===== src/rtl/map_table_write_ctrl.sv =====
// map_table_write_ctrl
//   Drives the single write port of the rename map table. After reset and on
//   every misprediction recovery it sweeps entries 1..31 with the identity
//   mapping; afterwards it arbitrates the port between dispatch renames and a
//   small FIFO of buffered commit writes. All mt_* outputs are registered on
//   the rising edge so they are stable for the table's falling-edge write.
//
// Ports
//   clock, reset                 clock / async active-high reset
//   dispatch_valid/reg/tag       rename write request (tag zero-extended)
//   dispatch_ready               dispatch accepted when valid & ready
//   commit_valid/reg/data        commit write request, buffered in FIFO
//   commit_ready                 commit FIFO can accept
//   recover                      one-cycle pulse: flush and re-sweep
//   mt_write_reg/data, mt_reg_write   map table write port
//   init_done                    high in RUN
//
// State | meaning
// ------+----------------------------------------------------------
// SWEEP | identity init, one entry per cycle, sweep_cnt = 1..31
// RUN   | normal arbitration between dispatch and commit FIFO
module map_table_write_ctrl #(
    parameter int TAG_W    = 6,
    parameter int CQ_DEPTH = 2
) (
    input  logic             clock,
    input  logic             reset,
    input  logic             dispatch_valid,
    input  logic [4:0]       dispatch_reg,
    input  logic [TAG_W-1:0] dispatch_tag,
    output logic             dispatch_ready,
    input  logic             commit_valid,
    input  logic [4:0]       commit_reg,
    input  logic [31:0]      commit_data,
    output logic             commit_ready,
    input  logic             recover,
    output logic [4:0]       mt_write_reg,
    output logic [31:0]      mt_write_data,
    output logic             mt_reg_write,
    output logic             init_done
);

    localparam int PW = (CQ_DEPTH > 1) ? $clog2(CQ_DEPTH) : 1;
    localparam int CW = PW + 1;
    localparam logic [CW-1:0] FULL_CNT = CW'(CQ_DEPTH);

    typedef enum logic {
        SWEEP = 1'b0,
        RUN   = 1'b1
    } state_t;

    state_t         state, state_nxt;
    logic [4:0]     sweep_cnt, sweep_cnt_nxt;

    logic [4:0]     q_reg  [CQ_DEPTH];
    logic [31:0]    q_data [CQ_DEPTH];
    logic [PW-1:0]  rd_ptr, wr_ptr, rd_ptr_nxt, wr_ptr_nxt;
    logic [CW-1:0]  count, count_nxt;
    logic           q_full, q_empty;
    logic           push, pop, flush;

    logic           we_nxt;
    logic [4:0]     reg_nxt;
    logic [31:0]    data_nxt;

    assign q_full  = (count == FULL_CNT);
    assign q_empty = (count == '0);

    // Readies come from registered state; recover only forces them low.
    assign init_done      = (state == RUN);
    assign dispatch_ready = (state == RUN) && !q_full && !recover;
    assign commit_ready   = (state == RUN) && !q_full && !recover;

    assign push = commit_valid && commit_ready;

    always_comb begin
        state_nxt     = state;
        sweep_cnt_nxt = sweep_cnt;
        pop           = 1'b0;
        flush         = 1'b0;
        we_nxt        = 1'b0;
        reg_nxt       = 5'd0;
        data_nxt      = 32'd0;

        case (state)
            RUN: begin
                if (recover) begin
                    state_nxt     = SWEEP;
                    sweep_cnt_nxt = 5'd1;
                    flush         = 1'b1;
                end else if (q_full || (!dispatch_valid && !q_empty)) begin
                    // A full queue takes the port so commits cannot starve.
                    pop      = 1'b1;
                    reg_nxt  = q_reg[rd_ptr];
                    data_nxt = q_data[rd_ptr];
                    we_nxt   = (q_reg[rd_ptr] != 5'd0);
                end else if (dispatch_valid) begin
                    reg_nxt  = dispatch_reg;
                    data_nxt = 32'(dispatch_tag);
                    we_nxt   = (dispatch_reg != 5'd0);
                end
            end
            default: begin
                // SWEEP, and any corrupted encoding, behaves as the sweep.
                state_nxt = SWEEP;
                if (recover) begin
                    sweep_cnt_nxt = 5'd1;
                    flush         = 1'b1;
                end else begin
                    we_nxt   = 1'b1;
                    reg_nxt  = sweep_cnt;
                    data_nxt = {27'd0, sweep_cnt};
                    if (sweep_cnt == 5'd31) begin
                        state_nxt     = RUN;
                        sweep_cnt_nxt = 5'd1;
                    end else begin
                        sweep_cnt_nxt = sweep_cnt + 5'd1;
                    end
                end
            end
        endcase
    end

    always_comb begin
        rd_ptr_nxt = rd_ptr;
        wr_ptr_nxt = wr_ptr;
        count_nxt  = count;
        if (flush) begin
            rd_ptr_nxt = '0;
            wr_ptr_nxt = '0;
            count_nxt  = '0;
        end else begin
            if (push) wr_ptr_nxt = wr_ptr + 1'b1;
            if (pop)  rd_ptr_nxt = rd_ptr + 1'b1;
            case ({push, pop})
                2'b10:   count_nxt = count + 1'b1;
                2'b01:   count_nxt = count - 1'b1;
                default: count_nxt = count;
            endcase
        end
    end

    always_ff @(posedge clock or posedge reset) begin
        if (reset) begin
            state         <= SWEEP;
            sweep_cnt     <= 5'd1;
            rd_ptr        <= '0;
            wr_ptr        <= '0;
            count         <= '0;
            mt_reg_write  <= 1'b0;
            mt_write_reg  <= 5'd0;
            mt_write_data <= 32'd0;
        end else begin
            state         <= state_nxt;
            sweep_cnt     <= sweep_cnt_nxt;
            rd_ptr        <= rd_ptr_nxt;
            wr_ptr        <= wr_ptr_nxt;
            count         <= count_nxt;
            mt_reg_write  <= we_nxt;
            mt_write_reg  <= reg_nxt;
            mt_write_data <= data_nxt;
        end
    end

    // Queue storage needs no reset; occupancy is tracked by count.
    always_ff @(posedge clock) begin
        if (push) begin
            q_reg[wr_ptr]  <= commit_reg;
            q_data[wr_ptr] <= commit_data;
        end
    end

endmodule


===== config.mk =====
export PLATFORM = sky130hd
export DESIGN_NAME = map_table_write_ctrl
export DESIGN_NICKNAME = d
export VERILOG_FILES = /design/src/rtl/map_table_write_ctrl.sv
export SDC_FILE = /design/constraint.sdc
export NUM_CORES = 1
export LEC_CHECK = 0
export BUFFER_PORTS_ARGS = -buffer_cell sky130_fd_sc_hd__buf_2
export CAP_MARGIN = 25
export CELL_PAD_IN_SITES_DETAIL_PLACEMENT = 1
export CELL_PAD_IN_SITES_GLOBAL_PLACEMENT = 2
export CORE_MARGIN = 2
export CORE_UTILIZATION = 41
export CTS_CLUSTER_DIAMETER = 150
export CTS_CLUSTER_SIZE = 30
export DETAILED_ROUTE_END_ITERATION = 16
export PLACE_DENSITY = 0.8
export SYNTH_ARGS = -nofsm -noshare
export SYNTH_HDL_FRONTEND = slang
export SYNTH_SLANG_ARGS = --single-unit

===== constraint.sdc =====
create_clock -name clock -period 7.6 [get_ports clock]
set_input_delay 1.14 -clock clock [delete_from_list [all_inputs] [get_ports clock]]
set_output_delay 1.14 -clock clock [all_outputs]
set_load 0.02 [all_outputs]

==> results.yml <==
logic_synthesis:
  netlist_area_um2: 4563
  yosysTopAreaCellShare_pct: 48.70
  yosys.area_share.simple_pct: 7.842
  ys_types: 40
  synth-edff-count: 74
  syn_area_per_cell_um2: 16.65
  synthTopCellsByArea: "edfxtp_1 49%, dfrtp_1 26%, mux2i_1 8.8%"
  synth-seq-area-share_pct: 75.05
  synth_compound_area_share_pct: 4.798
  synth_flop_cell: "edfxtp_1"
  yosys.area_share.adder_pct: 0.5484
  async_flop_share_pct: 39.34
  synth_top_family_by_area: "multiplexers"
  yosys.area.top_type: "edfxtp_1"
  ys_seq_elements: 122
  muxShareOfSynthArea_pct: 8.774
  mappedNetlistNets: 329
  synthCells: 274
  yosys.area_share.xor_xnor_pct: 0.5758
  yosys_warnings: 0
global_routing:
  grt_util_met2_pct: 30.82
  use_met1_pct: 19.38
  busiest_layer: "met2"
  grt_pass1_vias: 2875
  grt_max_degree: 49
  antenna_found_initial: 1
  grt_use_met3_pct: 5.691
  globalRouteOverflowTotal: 0
  grtUsageTotal_pct: 17.55
  grt_pass1_wl_um: 14900
floorplanning:
  boundaryPins: 94
  die_y_um: 109.5
  num_rows: 38
  coreArea_um2: 10840
  initial_core_util_pct: 42.09
  fp.dieW_um: 109.5
  die_area_um2: 11990
sta:
  clock.fmax_mhz: 315.7
  final_max_slew_viol_count: 0
  worst_slew_pin_slew_ps: 932.7
  period_share_pct: 41.68
  slew-limit-headroom_pct: 37.82
  worst_slack_ps: 4432
  setup-violations-final: 0
  fin_worst_skew_ps: 5.074
  fin_crit_ps: 3168
  hold_viol: 0
  timing.setup.tns_ps: 0
  grt_setup_unrepaired: "false"
place:
  dp_slack_ps: 4437
  portBuffers: 93
  gp_congestion: 0.7601
  hpwl_um: 6170
layout:
  layout.nets: 432
  synthToLayoutAreaGrowth_pct: 27.45
  largest_register_ffs: 64
  drive_gt1_share_pct: 36.92
  final_cell_mix: "93 x buf_2, 74 x edfxtp_1, 46 x dfrtp_1, 40 x mux2i_1, 25 x nor2_1"
  antennaDiodeCount: 0
  final_common_cell: "buf_2"
drt:
  antenna_left: 0
  drtIter0Drc: 118
  drt_pass1_iterations: 4
  wl_per_cell_um: 17.98
  finalWirelength_um: 9528
  viasPerCell: 4.887
  num_vias: 2590
  drc_errors: 0
setup_path:
  worstPathMaxFanout: 12
  cp.arrival_ps: 2030
  worstPathRequired_ps: 6460
  critPathCaptureType: "output port"
  worstSetupPathType: "in -> out"
  start_kind: "primary input"
clocking:
  post_cts_buffers: 0
  cts_resized: 0
  htreeDepth: 4
  clock_latency_ps: 510
  root_buffer: "clkbuf_8"
  clk_pin_slew_ps: 50
  cts_sinks: 122
  cts_made_buffers: 17
  cts_tree: "yes"
  cts_hold_buf: 0
  clockBufferDepth: 2
hold_path:
  hold_class: "reg -> reg"
power:
  leakage_nw: 2.359
  powerDensity_nw_per_um2: 273.4
  ir_worst_vdd_v: 0.0001270
run:
  max_cap_violations: 0
outcome:
  status: "complete, no violations"
==> cells in the mapped netlist (2+ instances only) <==
| library cell | instances |
|---|---|
| xor2_1 | 2 |
| edfxtp_1 | 74 |
| o21ai_1 | 9 |
| and3_1 | 2 |
| nor2_1 | 26 |
| o21ai_0 | 6 |
| nor2_4 | 10 |
| nor2b_4 | 2 |
| buf_6 | 4 |
| ha_1 | 2 |
| a22oi_1 | 9 |
| a31oi_1 | 2 |
| a21oi_1 | 3 |
| clkbuf_1 | 2 |
| and2b_1 | 2 |
| mux2i_1 | 40 |
| nand3b_1 | 2 |
| nand2_1 | 4 |
| buf_4 | 2 |
| buf_2 | 4 |
| dfrtp_1 | 47 |
| inv_1 | 2 |
==> routing by layer <==
metal / part of all wire, % / routed length [µm] / up-vias
met5: 0.17 / 16 / -
met4: 1.8 / 167 / 2
met3: 5.7 / 547 / 16
met2: 55 / 5249 / 61
met1: 37 / 3548 / 1296
li1: - / - / 1215
==> power breakdown <==
| part | switching [W] | total (W) | internal, W |
|---|---|---|---|
| clock network | 0.000267 | 0.000834 | 0.000567 |
| registers | 0.00000450 | 0.000714 | 0.000710 |
| logic | 0.0000240 | 0.0000417 | 0.0000176 |
| total | 0.000296 | 0.00159 | 0.00129 |
==> cell type report <==
type	count	area, µm²
multi-input combinational	137	1045
inverter	2	7.507
tap	140	175.2
clock inverter	7	137.6
timing repair buffer	97	540.5
clock buffer	25	484.2
fill	1066	5025
sequential	122	3426
==> worst max-delay path, stage by stage <==
cell and delay [ps]:
buf_2 170, and2b_1 350, and2b_1 190, buf_2 170
==> through the flow <==
| step | instance area [µm²] | total power, W | util (%) | cells | hold slack [ps] |
|---|---|---|---|---|---|
| after floorplan | 4563 | 0.0007419 | - | 274 | 461.6 |
| after global placement | 5126 | 0.0007661 | 47.29 | 495 | 464.3 |
| final | 5816 | 0.001590 | 53.65 | 530 | 495.6 |
| after CTS | 5796 | 0.001609 | 53.46 | 529 | 498.9 |
| after detailed placement | 5174 | 0.0007681 | 47.73 | 497 | 482.4 |
| after global routing | 5816 | 0.001640 | 53.65 | 530 | 535.1 |
==> path summary, 6_finish.rpt <==
kind	startpoint	endpoint	slack, ps	depth (start not counted)
min in group asynchronous	reset	mt_write_data[1]	670	2
min reg2reg	q_data[0][15]	mt_write_data[15]	500	2
min	q_data[0][15]	mt_write_data[15]	500	2
max reg2reg	init_done	q_data[1][18]	5210	3
max in group asynchronous	reset	mt_write_data[5]	6400	3
max	recover	dispatch_ready	4430	4
==> cell families (layout without fill, tap and decap cells) <==
| group | Yosys count | count (layout) |
|---|---|---|
| multiplexers | 40 | 40 |
| AO/OA/AOI/OAI | 35 | 35 |
| XOR/XNOR | 3 | 3 |
| adder cells (fa/ha/maj) | 2 | 2 |
| AND/OR/NAND/NOR | 57 | 57 |
| buffers and inverters | 15 | 131 |
| flip-flops | 122 | 122 |
No activity file was read; power rests on OpenSTA's default activity.
